<file path="src/rtl/y86_pkg.sv">
// Shared Y86-64 encodings: instruction codes, register/status codes and the
// pipeline-control FSM states.
package y86_pkg;

  localparam logic [3:0] I_NOP    = 4'h1;
  localparam logic [3:0] I_MRMOVQ = 4'h5;
  localparam logic [3:0] I_OPQ    = 4'h6;
  localparam logic [3:0] I_JXX    = 4'h7;
  localparam logic [3:0] I_RET    = 4'h9;
  localparam logic [3:0] I_POPQ   = 4'hB;

  localparam logic [3:0] RNONE = 4'hF;

  localparam logic [3:0] STAT_AOK = 4'b1000;
  localparam logic [3:0] STAT_HLT = 4'b0100;
  localparam logic [3:0] STAT_ADR = 4'b0010;
  localparam logic [3:0] STAT_INS = 4'b0001;

  typedef enum logic [2:0] {
    ST_IDLE   = 3'd0,
    ST_RUN    = 3'd1,
    ST_STEP   = 3'd2,
    ST_HALTED = 3'd3,
    ST_FAULT  = 3'd4
  } ctrl_state_e;

endpackage

</file>
<file path="src/rtl/y86_pipe_ctrl_if.sv">
// Bundle between the pipeline stages and the control/status unit.
interface y86_pipe_ctrl_if #(
  parameter int CNT_W = 32
);
  // run_req is a level, step_req a single-cycle pulse; there is no backpressure.
  // The control outputs are combinational in the same cycle as the stage inputs.
  logic             run_req;
  logic             step_req;
  logic [3:0]       D_icode;
  logic [3:0]       E_icode;
  logic [3:0]       M_icode;
  logic [3:0]       W_icode;
  logic [3:0]       d_srcA;
  logic [3:0]       d_srcB;
  logic [3:0]       E_dstM;
  logic             e_cnd;
  logic [3:0]       m_stat;
  logic [3:0]       W_stat;

  logic             F_stall;
  logic             D_stall;
  logic             D_bubble;
  logic             E_bubble;
  logic             M_bubble;
  logic             W_stall;
  logic             set_cc;
  logic [3:0]       stat;
  logic [2:0]       state;
  logic [CNT_W-1:0] cyc_cnt;
  logic [CNT_W-1:0] ret_cnt;
  logic [CNT_W-1:0] lu_cnt;
  logic [CNT_W-1:0] mp_cnt;

  modport master (
    output run_req, step_req, D_icode, E_icode, M_icode, W_icode,
           d_srcA, d_srcB, E_dstM, e_cnd, m_stat, W_stat,
    input  F_stall, D_stall, D_bubble, E_bubble, M_bubble, W_stall, set_cc,
           stat, state, cyc_cnt, ret_cnt, lu_cnt, mp_cnt
  );

  modport slave (
    input  run_req, step_req, D_icode, E_icode, M_icode, W_icode,
           d_srcA, d_srcB, E_dstM, e_cnd, m_stat, W_stat,
    output F_stall, D_stall, D_bubble, E_bubble, M_bubble, W_stall, set_cc,
           stat, state, cyc_cnt, ret_cnt, lu_cnt, mp_cnt
  );
endinterface

</file>
<file path="src/rtl/y86_sat_cnt.sv">
// Up-counter that sticks at all-ones instead of wrapping.
module y86_sat_cnt #(
  parameter int W = 32
) (
  input  logic         clk,
  input  logic         reset,
  input  logic         inc,
  output logic [W-1:0] q
);
  always_ff @(posedge clk or posedge reset) begin
    if (reset) begin
      q <= '0;
    end else if (inc && (q != {W{1'b1}})) begin
      q <= q + W'(1);
    end
  end
endmodule

</file>
<file path="src/rtl/y86_pipe_ctrl.sv">
// Pipeline control and status: hazard stall/bubble generation, run/step/halt
// state machine, sticky architectural status and saturating perf counters.
module y86_pipe_ctrl
  import y86_pkg::*;
#(
  parameter int CNT_W   = 32,
  parameter bit STEP_EN = 1'b1
) (
  input logic            clk,
  input logic            reset,
  y86_pipe_ctrl_if.slave bus
);
  ctrl_state_e state_q, state_d;
  logic        pend_q, pend_d;
  logic [3:0]  stat_q;
  logic        load_use, ret_haz, mispred;
  logic        step_in, active, retire, w_bad;

  assign step_in  = STEP_EN && bus.step_req;
  assign w_bad    = (bus.W_stat != STAT_AOK);
  assign load_use = ((bus.E_icode == I_MRMOVQ) || (bus.E_icode == I_POPQ)) &&
                    (bus.E_dstM != RNONE) &&
                    ((bus.E_dstM == bus.d_srcA) || (bus.E_dstM == bus.d_srcB));
  assign ret_haz  = (bus.D_icode == I_RET) || (bus.E_icode == I_RET) ||
                    (bus.M_icode == I_RET);
  assign mispred  = (bus.E_icode == I_JXX) && !bus.e_cnd;

  // Stages advance only in RUN, or in STEP while a step is outstanding.
  assign active = (state_q == ST_RUN) || ((state_q == ST_STEP) && pend_q);
  assign retire = active && (bus.W_icode != I_NOP) && !w_bad;

  always_comb begin : ctrl_out
    bus.F_stall  = 1'b1;
    bus.D_stall  = 1'b1;
    bus.W_stall  = 1'b1;
    bus.D_bubble = 1'b0;
    bus.E_bubble = 1'b0;
    bus.M_bubble = 1'b0;
    bus.set_cc   = 1'b0;
    if (active) begin
      bus.F_stall  = load_use | ret_haz;
      bus.D_stall  = load_use;
      bus.D_bubble = mispred | (ret_haz & !load_use);
      bus.E_bubble = mispred | load_use;
      bus.M_bubble = (bus.m_stat != STAT_AOK) | w_bad;
      bus.W_stall  = w_bad;
      bus.set_cc   = (bus.E_icode == I_OPQ) && (bus.m_stat == STAT_AOK) && !w_bad;
    end
  end

  always_comb begin : next_state
    state_d = state_q;
    pend_d  = pend_q;
    case (state_q)
      ST_IDLE: begin
        if (bus.run_req)  state_d = ST_RUN;
        else if (step_in) state_d = ST_STEP;
      end
      ST_RUN:  if (!bus.run_req && STEP_EN) state_d = ST_STEP;
      ST_STEP: if (bus.run_req) state_d = ST_RUN;
      default: state_d = state_q;
    endcase
    if ((state_q == ST_RUN) || (state_q == ST_STEP)) begin
      if (bus.W_stat == STAT_HLT) begin
        state_d = ST_HALTED;
      end else if ((bus.W_stat == STAT_ADR) || (bus.W_stat == STAT_INS)) begin
        state_d = ST_FAULT;
      end
    end
    // A pending step is one-shot: requests arriving while it is outstanding are dropped.
    if (pend_q && retire)      pend_d = 1'b0;
    else if (!pend_q && step_in) pend_d = 1'b1;
    if (state_d != ST_STEP) pend_d = 1'b0;
  end

  always_ff @(posedge clk or posedge reset) begin
    if (reset) begin
      state_q <= ST_IDLE;
      pend_q  <= 1'b0;
      stat_q  <= STAT_AOK;
    end else begin
      state_q <= state_d;
      pend_q  <= pend_d;
      if ((stat_q == STAT_AOK) && w_bad) stat_q <= bus.W_stat;
    end
  end

  assign bus.state = state_q;
  assign bus.stat  = stat_q;

  y86_sat_cnt #(.W(CNT_W)) u_cyc (.clk(clk), .reset(reset), .inc(active),
                                  .q(bus.cyc_cnt));
  y86_sat_cnt #(.W(CNT_W)) u_ret (.clk(clk), .reset(reset), .inc(retire),
                                  .q(bus.ret_cnt));
  y86_sat_cnt #(.W(CNT_W)) u_lu  (.clk(clk), .reset(reset), .inc(active && load_use),
                                  .q(bus.lu_cnt));
  y86_sat_cnt #(.W(CNT_W)) u_mp  (.clk(clk), .reset(reset), .inc(active && mispred),
                                  .q(bus.mp_cnt));
endmodule

</file>
<file path="src/flat_wrapper.sv">
// flat-port wrapper written by rule: the top's interface ports become plain ports
module y86_pipe_ctrl_flat import y86_pkg::*;
#(
  parameter int CNT_W   = 32,
  parameter bit STEP_EN = 1'b1
)
  (clk, reset, bus_run_req, bus_step_req, bus_D_icode, bus_E_icode, bus_M_icode, bus_W_icode, bus_d_srcA, bus_d_srcB, bus_E_dstM, bus_e_cnd, bus_m_stat, bus_W_stat, bus_F_stall, bus_D_stall, bus_D_bubble, bus_E_bubble, bus_M_bubble, bus_W_stall, bus_set_cc, bus_stat, bus_state, bus_cyc_cnt, bus_ret_cnt, bus_lu_cnt, bus_mp_cnt);
  y86_pipe_ctrl_if #(.CNT_W(CNT_W)) bus_i ();
  input logic clk;
  input logic reset;
  input wire logic [$bits(bus_i.run_req)-1:0] bus_run_req;
  input wire logic [$bits(bus_i.step_req)-1:0] bus_step_req;
  input wire logic [$bits(bus_i.D_icode)-1:0] bus_D_icode;
  input wire logic [$bits(bus_i.E_icode)-1:0] bus_E_icode;
  input wire logic [$bits(bus_i.M_icode)-1:0] bus_M_icode;
  input wire logic [$bits(bus_i.W_icode)-1:0] bus_W_icode;
  input wire logic [$bits(bus_i.d_srcA)-1:0] bus_d_srcA;
  input wire logic [$bits(bus_i.d_srcB)-1:0] bus_d_srcB;
  input wire logic [$bits(bus_i.E_dstM)-1:0] bus_E_dstM;
  input wire logic [$bits(bus_i.e_cnd)-1:0] bus_e_cnd;
  input wire logic [$bits(bus_i.m_stat)-1:0] bus_m_stat;
  input wire logic [$bits(bus_i.W_stat)-1:0] bus_W_stat;
  output wire logic [$bits(bus_i.F_stall)-1:0] bus_F_stall;
  output wire logic [$bits(bus_i.D_stall)-1:0] bus_D_stall;
  output wire logic [$bits(bus_i.D_bubble)-1:0] bus_D_bubble;
  output wire logic [$bits(bus_i.E_bubble)-1:0] bus_E_bubble;
  output wire logic [$bits(bus_i.M_bubble)-1:0] bus_M_bubble;
  output wire logic [$bits(bus_i.W_stall)-1:0] bus_W_stall;
  output wire logic [$bits(bus_i.set_cc)-1:0] bus_set_cc;
  output wire logic [$bits(bus_i.stat)-1:0] bus_stat;
  output wire logic [$bits(bus_i.state)-1:0] bus_state;
  output wire logic [$bits(bus_i.cyc_cnt)-1:0] bus_cyc_cnt;
  output wire logic [$bits(bus_i.ret_cnt)-1:0] bus_ret_cnt;
  output wire logic [$bits(bus_i.lu_cnt)-1:0] bus_lu_cnt;
  output wire logic [$bits(bus_i.mp_cnt)-1:0] bus_mp_cnt;
  assign bus_i.run_req = bus_run_req;
  assign bus_i.step_req = bus_step_req;
  assign bus_i.D_icode = bus_D_icode;
  assign bus_i.E_icode = bus_E_icode;
  assign bus_i.M_icode = bus_M_icode;
  assign bus_i.W_icode = bus_W_icode;
  assign bus_i.d_srcA = bus_d_srcA;
  assign bus_i.d_srcB = bus_d_srcB;
  assign bus_i.E_dstM = bus_E_dstM;
  assign bus_i.e_cnd = bus_e_cnd;
  assign bus_i.m_stat = bus_m_stat;
  assign bus_i.W_stat = bus_W_stat;
  assign bus_F_stall = bus_i.F_stall;
  assign bus_D_stall = bus_i.D_stall;
  assign bus_D_bubble = bus_i.D_bubble;
  assign bus_E_bubble = bus_i.E_bubble;
  assign bus_M_bubble = bus_i.M_bubble;
  assign bus_W_stall = bus_i.W_stall;
  assign bus_set_cc = bus_i.set_cc;
  assign bus_stat = bus_i.stat;
  assign bus_state = bus_i.state;
  assign bus_cyc_cnt = bus_i.cyc_cnt;
  assign bus_ret_cnt = bus_i.ret_cnt;
  assign bus_lu_cnt = bus_i.lu_cnt;
  assign bus_mp_cnt = bus_i.mp_cnt;
  y86_pipe_ctrl #(.CNT_W(CNT_W), .STEP_EN(STEP_EN)) u_core (.clk(clk), .reset(reset), .bus(bus_i));
endmodule
</file>
<file path="config.mk">
export PLATFORM = sky130hd
export DESIGN_NAME = y86_pipe_ctrl_flat
export DESIGN_NICKNAME = d
export VERILOG_FILES = /design/src/rtl/y86_pkg.sv /design/src/rtl/y86_pipe_ctrl_if.sv /design/src/rtl/y86_sat_cnt.sv /design/src/rtl/y86_pipe_ctrl.sv /design/src/flat_wrapper.sv
export SDC_FILE = /design/constraint.sdc
export NUM_CORES = 1
export LEC_CHECK = 0
export BUFFER_PORTS_ARGS = -buffer_cell sky130_fd_sc_hd__buf_2
export CAP_MARGIN = 20
export CORE_MARGIN = 5
export CORE_UTILIZATION = 40
export CTS_CLUSTER_DIAMETER = 120
export DETAILED_ROUTE_END_ITERATION = 16
export PLACE_DENSITY_LB_ADDON = 0.12
export SETUP_SLACK_MARGIN = 0.02
export SLEW_MARGIN = 10
export SYNTH_ARGS = -nofsm -noshare
export SYNTH_HDL_FRONTEND = slang
export SYNTH_SLANG_ARGS = --single-unit
</file>
<file path="constraint.sdc">
create_clock -name clk -period 10.2 [get_ports clk]
set_input_delay 1.02 -clock clk [delete_from_list [all_inputs] [get_ports clk]]
set_output_delay 1.02 -clock clk [all_outputs]
set_load 0.02 [all_outputs]
</file>
# After elaboration in Yosys (flattened, before gate mapping)
# Index checks and enable logic that the tools add are counted.
# word_totals
memories	0
in_bits	41
latchBits	0
reg_bits	136
output_inout_bits	142
elab_cells	89
mem_bits_ro	0
mem_bits_rw	0
# op_classes
addsub	4
n_div	0
bitwise	5
n_eq_ne	25
muxes	18
n_lt_le_gt_ge	0
n_reduce_logical	30
n_shift	0
multipliers	0
# op_table
op	n
$add 32x1->32 const B	4
$ne 32x32->1 const B	4
$eq 4x4->1 const B	6
$mux 3	7
$logic_and 1x1->1	17
$eq 4x3->1 const B	4
$ne 4x4->1 const B	3
$mux 1	10
$pmux 3 s3	1
$eq 4x4->1	2
$logic_or 1x1->1	7
$eq 4x1->1 const B	1
$eq 4x2->1 const B	1
$logic_not 1->1	4
$ne 4x1->1 const B	1
$or 1x1->1	4
$eq 3x1->1 const B	1
$eq 3x2->1 const B	1
$logic_not 3->1	1
$ne 3x2->1 const B	1
$reduce_bool 3->1	1
$and 1x1->1	1

# Depth between registers and ports, before layout
# depth
word_depth	8
depth_mapped	8
mapped_depth_nobuf	7

# By module
# A second synthesis with hierarchy kept.
# unflattened
hier_cells	644
area_unflattened_um2	7066.8
# modules_own_cells
module	seq_area_each_um2	instances	area_each_um2	cells_per_inst
y86_sat_cnt	800.8	4	1561.5	139
y86_pipe_ctrl	201.4	1	820.8	88

# Worst setup path before layout
# Ideal clock, no wire load.
# synth_path
kind	input to output
from	input bus_W_stat[1]
to	output bus_set_cc
path_stages	4
t_required_ns	9.180
setup_slack_ns	6.829
arrival_ns	2.351
path_buffers	1
path_cell_list	buf_4 -> nor4b_1 -> nand2_1 -> nor4_1
# synth_via
elab_chain_cells	4
# synth_lines
item	line_no	source
from (decl)	flat_wrapper.sv:22	input wire logic [$bits(bus_i.W_stat)-1:0] bus_W_stat;
$ne 4x4->1	y86_pipe_ctrl.sv:20	assign w_bad = (bus.W_stat != STAT_AOK);
$logic_not 1->1	y86_pipe_ctrl.sv:47	bus.set_cc = (bus.E_icode == I_OPQ) && (bus.m_stat == STAT_AOK) && !w_bad;
$logic_and 1x1->1	y86_pipe_ctrl.sv:47	
$mux 1	y86_pipe_ctrl.sv:40	if (active) begin
to (decl)	flat_wrapper.sv:29	output wire logic [$bits(bus_i.set_cc)-1:0] bus_set_cc;
# Every way passes these cells.

# Final worst setup path
# layout_path
from	register u_core.state_q[0], in the netlist u_core.bus.state[0]
to	output bus_E_bubble
# layout_via
elab_chain_cells	4
elab_cells_between_ends	5
cone_classes	2 x eq/ne; 1 x mux; 2 x reduce/logical
# layout_lines
item	line_no	source
from (decl)	y86_pipe_ctrl.sv:13	ctrl_state_e state_q, state_d;
from (signal assigned)	y86_pipe_ctrl.sv:82	state_q <= state_d;
$eq 3x2->1	y86_pipe_ctrl.sv:29	assign active = (state_q == ST_RUN) || ((state_q == ST_STEP) && pend_q);
$logic_and 1x1->1	y86_pipe_ctrl.sv:29	
$logic_or 1x1->1 (*)	y86_pipe_ctrl.sv:29	
$mux 1 (*)	y86_pipe_ctrl.sv:40	
to (decl)	flat_wrapper.sv:26	output wire logic [$bits(bus_i.E_bubble)-1:0] bus_E_bubble;
# Every way passes the cells marked *; elsewhere a longest branch is shown, timed or not.

==> metrics.md <==
| Metric | Value |
|---|---|
| Pins Over Slew Limit | `0` |
| Residual DRC count | `0` |
| Worst-path maximum fanout | `7` |
| First-pass GRT wire length | `between 20000 and 30000 um` |
| Antenna cells | `0` |
| Fin area | `between 8000 and 9000 um2` |
| Worst Reg-to-Reg Cells | `6` |
| Mux cell area share after synthesis | `0.00672` |
| Root buffer cell | `clkbuf_16` |
| Fin. Hold Viols | `0` |
| GPL Wtd Cong | `0.784` |
| Clock Latency Late Sink | `410 ps` |
| Synth async-reset ratio | `1.00` |
| Cells after Synth | `between 600 and 700` |
| Fillers | `about 1500` |
| Core Util, Final | `0.514` |
| Post-Synth Simple-Gate Area | `0.241` |
| Req. time, crit path | `9180 ps` |
| PD cells | `about 170 nW/um2` |
| IO buf count | `182` |
| Post-synthesis xor/xnor area fraction | `0.171` |
| GRT Total Usage | `0.182` |
| Grt ovf | `0` |
| Worst-Margin Slew | `1060 ps` |
| Starting Density | `0.406` |
| Min-Delay Path Class | `reg2reg` |
| Post-Syn Area | `6710 um2` |
| Nets | `roughly 870` |
| Mean Syn Cell Area | `~11 um2` |
| FF+latch count, synth | `136` |
| Quantity of gates resized following cts | `0` |
| Status | `completed` |
| DP Area | `~7900 um2` |
| Main combinational cell family by area after synthesis | `simple AND/OR/NAND/NOR gates` |
| Commonest cells after routing, fill and taps aside | `182 x buf_2, 135 x dfrtp_1, 92 x xnor2_1, 54 x nand3_1, 52 x nand4_1` |
| Leakage | `4.20 nW` |
| Area fraction in compound gates after synthesis | `0.0468` |
| Syn-to-layout area delta | `26.7%` |
| # Max-Cap Violations | `0` |
| Sequential area share after synthesis | `0.508` |
| Vias | `5536` |
| Total Neg Setup Slack | `0 ps` |
| H-tree levels | `4` |
| Ports | `183` |
| WL final | `17400 um` |
| Kind of end point of the critical path | `output pin` |
| Rows | `47` |
| Final setup fails | `0` |
| Core ar. | `around 17000 um2` |
| Peak supply drop | `approximately 0.11 mV` |
| Unique cell type count in the Yosys netlist | `57` |
| Die width | `139 um` |
| Initial antenna violation count | `1` |
| Adder-Cell Fraction of Synth Area | `0.00746` |
| TritonRoute pass-1 iters | `4` |
| Multi-input logic area | `3170 um2` |
| Number of synthesized flops with an enable pin | `0` |
| Dpl hpwl | `13100 um` |
| Vias in the first global route | `5650` |
| Tot Pwr | `1.41 mW` |
| Die Y-Extent | `139 um` |
| Fmax | `about 0.28 GHz` |
| Worst Path Arrival | `approximately 2500 ps` |
| Routed Antenna Nets | `0` |
| Postcts setup bufs | `0` |
| Die area | `19500 um2` |
| CTS Sinks | `136` |
| Wire per inst | `16.4 um` |
| Synth Flop Type | `dfrtp_1` |
| Skew final | `between 5 and 6 ps` |
| Tmin final | `3530 ps` |
| Commonest non-fill, non-tap cell in the layout | `buf_2` |
| CTS tree | `done` |
| Slew HR | `0.275` |
| Worst Hold Depth | `1` |
| Syn nets | `679` |
| Hold WS | `486 ps` |
| CP Class | `reg2out` |
| Reg area | `3400 um2` |
| CTS Hold Buffers Added | `0` |
| Fraction of layout cells with a size suffix above 1 | `0.283` |
| RSZ-0062 raised after global routing | `false` |
| Tcrit/Tclk final | `0.346` |
| Initial DRC count | `~220` |
| Warnings from Yosys | `0` |
| CTS max path bufs | `2` |
| Clk pin slew, worst setup/hold paths | `50 ps` |
| Largest net degree at the start of global routing | `just under 80` |
| Total CTS buffers | `17` |
| Critical path startpoint category | `register` |
| Via/cell ratio | `between 5 and 6` |
==> critical path: stages, from the launching register on <==
cell	delay, ps
dfrtp_1	450
nand3b_1	400
a21o_1	360
nor4_1	520
or2_2	200
buf_2	160
==> report_power, final <==
part	internal (mW)	switching [mW]
logic	0.0554	0.0969
clock network	0.427	0.231
registers	0.560	0.0388
total	1.04	0.367
==> cell families (layout without fill, tap and decap cells) <==
| logic type | count (synthesis) | in the layout |
|---|---|---|
| AOI/OAI and AO/OA | 36 | 36 |
| xor gates and xnor gates | 131 | 131 |
| adders and majority gates | 4 | 4 |
| buffers and inverters | 31 | 237 |
| DFF | 136 | 136 |
| muxes | 4 | 4 |
| and+or+nand+nor | 292 | 292 |
==> sequential cells by signal, summed over array words and instances (netlist names) <==
name              cells
u_core.u_ret.q       32
u_core.pend_q         1
u_core.u_mp.q        32
u_core.u_lu.q        32
u_core.u_cyc.q       32
u_core.bus.state      3
u_core.bus.stat       4
==> Yosys cell counts (2+ instances only) <==
| cell | instances | area (um2) |
|---|---|---|
| a2111o_1 | 2 | 22.5 |
| a211oi_1 | 2 | 15.0 |
| a21boi_0 | 2 | 15.0 |
| a21oi_1 | 4 | 20.0 |
| a31o_2 | 3 | 26.3 |
| and3_1 | 21 | 131 |
| and4_1 | 11 | 96.3 |
| and4_2 | 3 | 30.0 |
| clkbuf_1 | 6 | 22.5 |
| dfrtp_1 | 135 | 3380 |
| ha_1 | 4 | 50.1 |
| inv_1 | 22 | 82.6 |
| mux2_2 | 4 | 45.0 |
| nand2_1 | 47 | 176 |
| nand2b_1 | 5 | 31.3 |
| nand3_1 | 54 | 270 |
| nand3b_1 | 4 | 30.0 |
| nand4_1 | 52 | 325 |
| nor2_1 | 40 | 150 |
| nor2b_1 | 3 | 18.8 |
| nor3_1 | 22 | 110 |
| nor3_2 | 2 | 20.0 |
| nor4_1 | 9 | 56.3 |
| nor4b_1 | 4 | 35.0 |
| nor4bb_1 | 3 | 30.0 |
| o211ai_1 | 2 | 15.0 |
| o21a_1 | 4 | 30.0 |
| o21ai_0 | 5 | 25.0 |
| o32ai_1 | 2 | 17.5 |
| xnor2_1 | 92 | 806 |
| xor2_1 | 39 | 342 |
==> per-stage QoR <==
step           setup WS (ps)  std cells
2_1_floorplan           5540        634
3_3_place_gp            6740       1028
3_5_place_dp            6750       1028
4_1_cts                 6640       1060
5_1_grt                 6500       1060
6_report                6670       1060
==> final timing paths <==
path	startpoint	to	slack (ps)
max in group asynchronous	reset	u_core.u_ret.q[8]$_DFFE_PP0P_	8220
worst min register to register	u_core.u_cyc.q[21]$_DFFE_PP0P_	u_core.u_cyc.q[21]$_DFFE_PP0P_	490
worst max register to register	u_core.bus.state[0]$_DFF_PP0_	u_core.u_mp.q[23]$_DFFE_PP0P_	7350
worst max-delay path	u_core.bus.state[0]$_DFF_PP0_	bus_E_bubble	6670
worst min-delay path	u_core.u_cyc.q[21]$_DFFE_PP0P_	u_core.u_cyc.q[21]$_DFFE_PP0P_	490
min in group asynchronous	reset	u_core.u_ret.q[2]$_DFFE_PP0P_	720
==> layer usage <==
layer  wire length (um)  vias to the layer above  part of all wire  global-route usage
met3                992                       34             0.057              0.0497
li1                   -                     2652                 -                   -
met2               8580                      138              0.49               0.305
met5                  7                        -           0.00040                   0
met1               7400                     2710              0.43               0.224
met4                401                        2             0.023              0.0685
==> final cells by class <==
| type | count | share of cell area |
|---|---|---|
| clock buffer | 20 | 0.0549 |
| clock inverter | 12 | 0.0202 |
| inverter | 22 | 0.0103 |
| multi-input combinational | 467 | 0.374 |
| sequential | 136 | 0.401 |
| tap | 220 | 0.0324 |
| timing repair buffer | 183 | 0.108 |
Note: power is estimated with default switching activity, not from simulation.
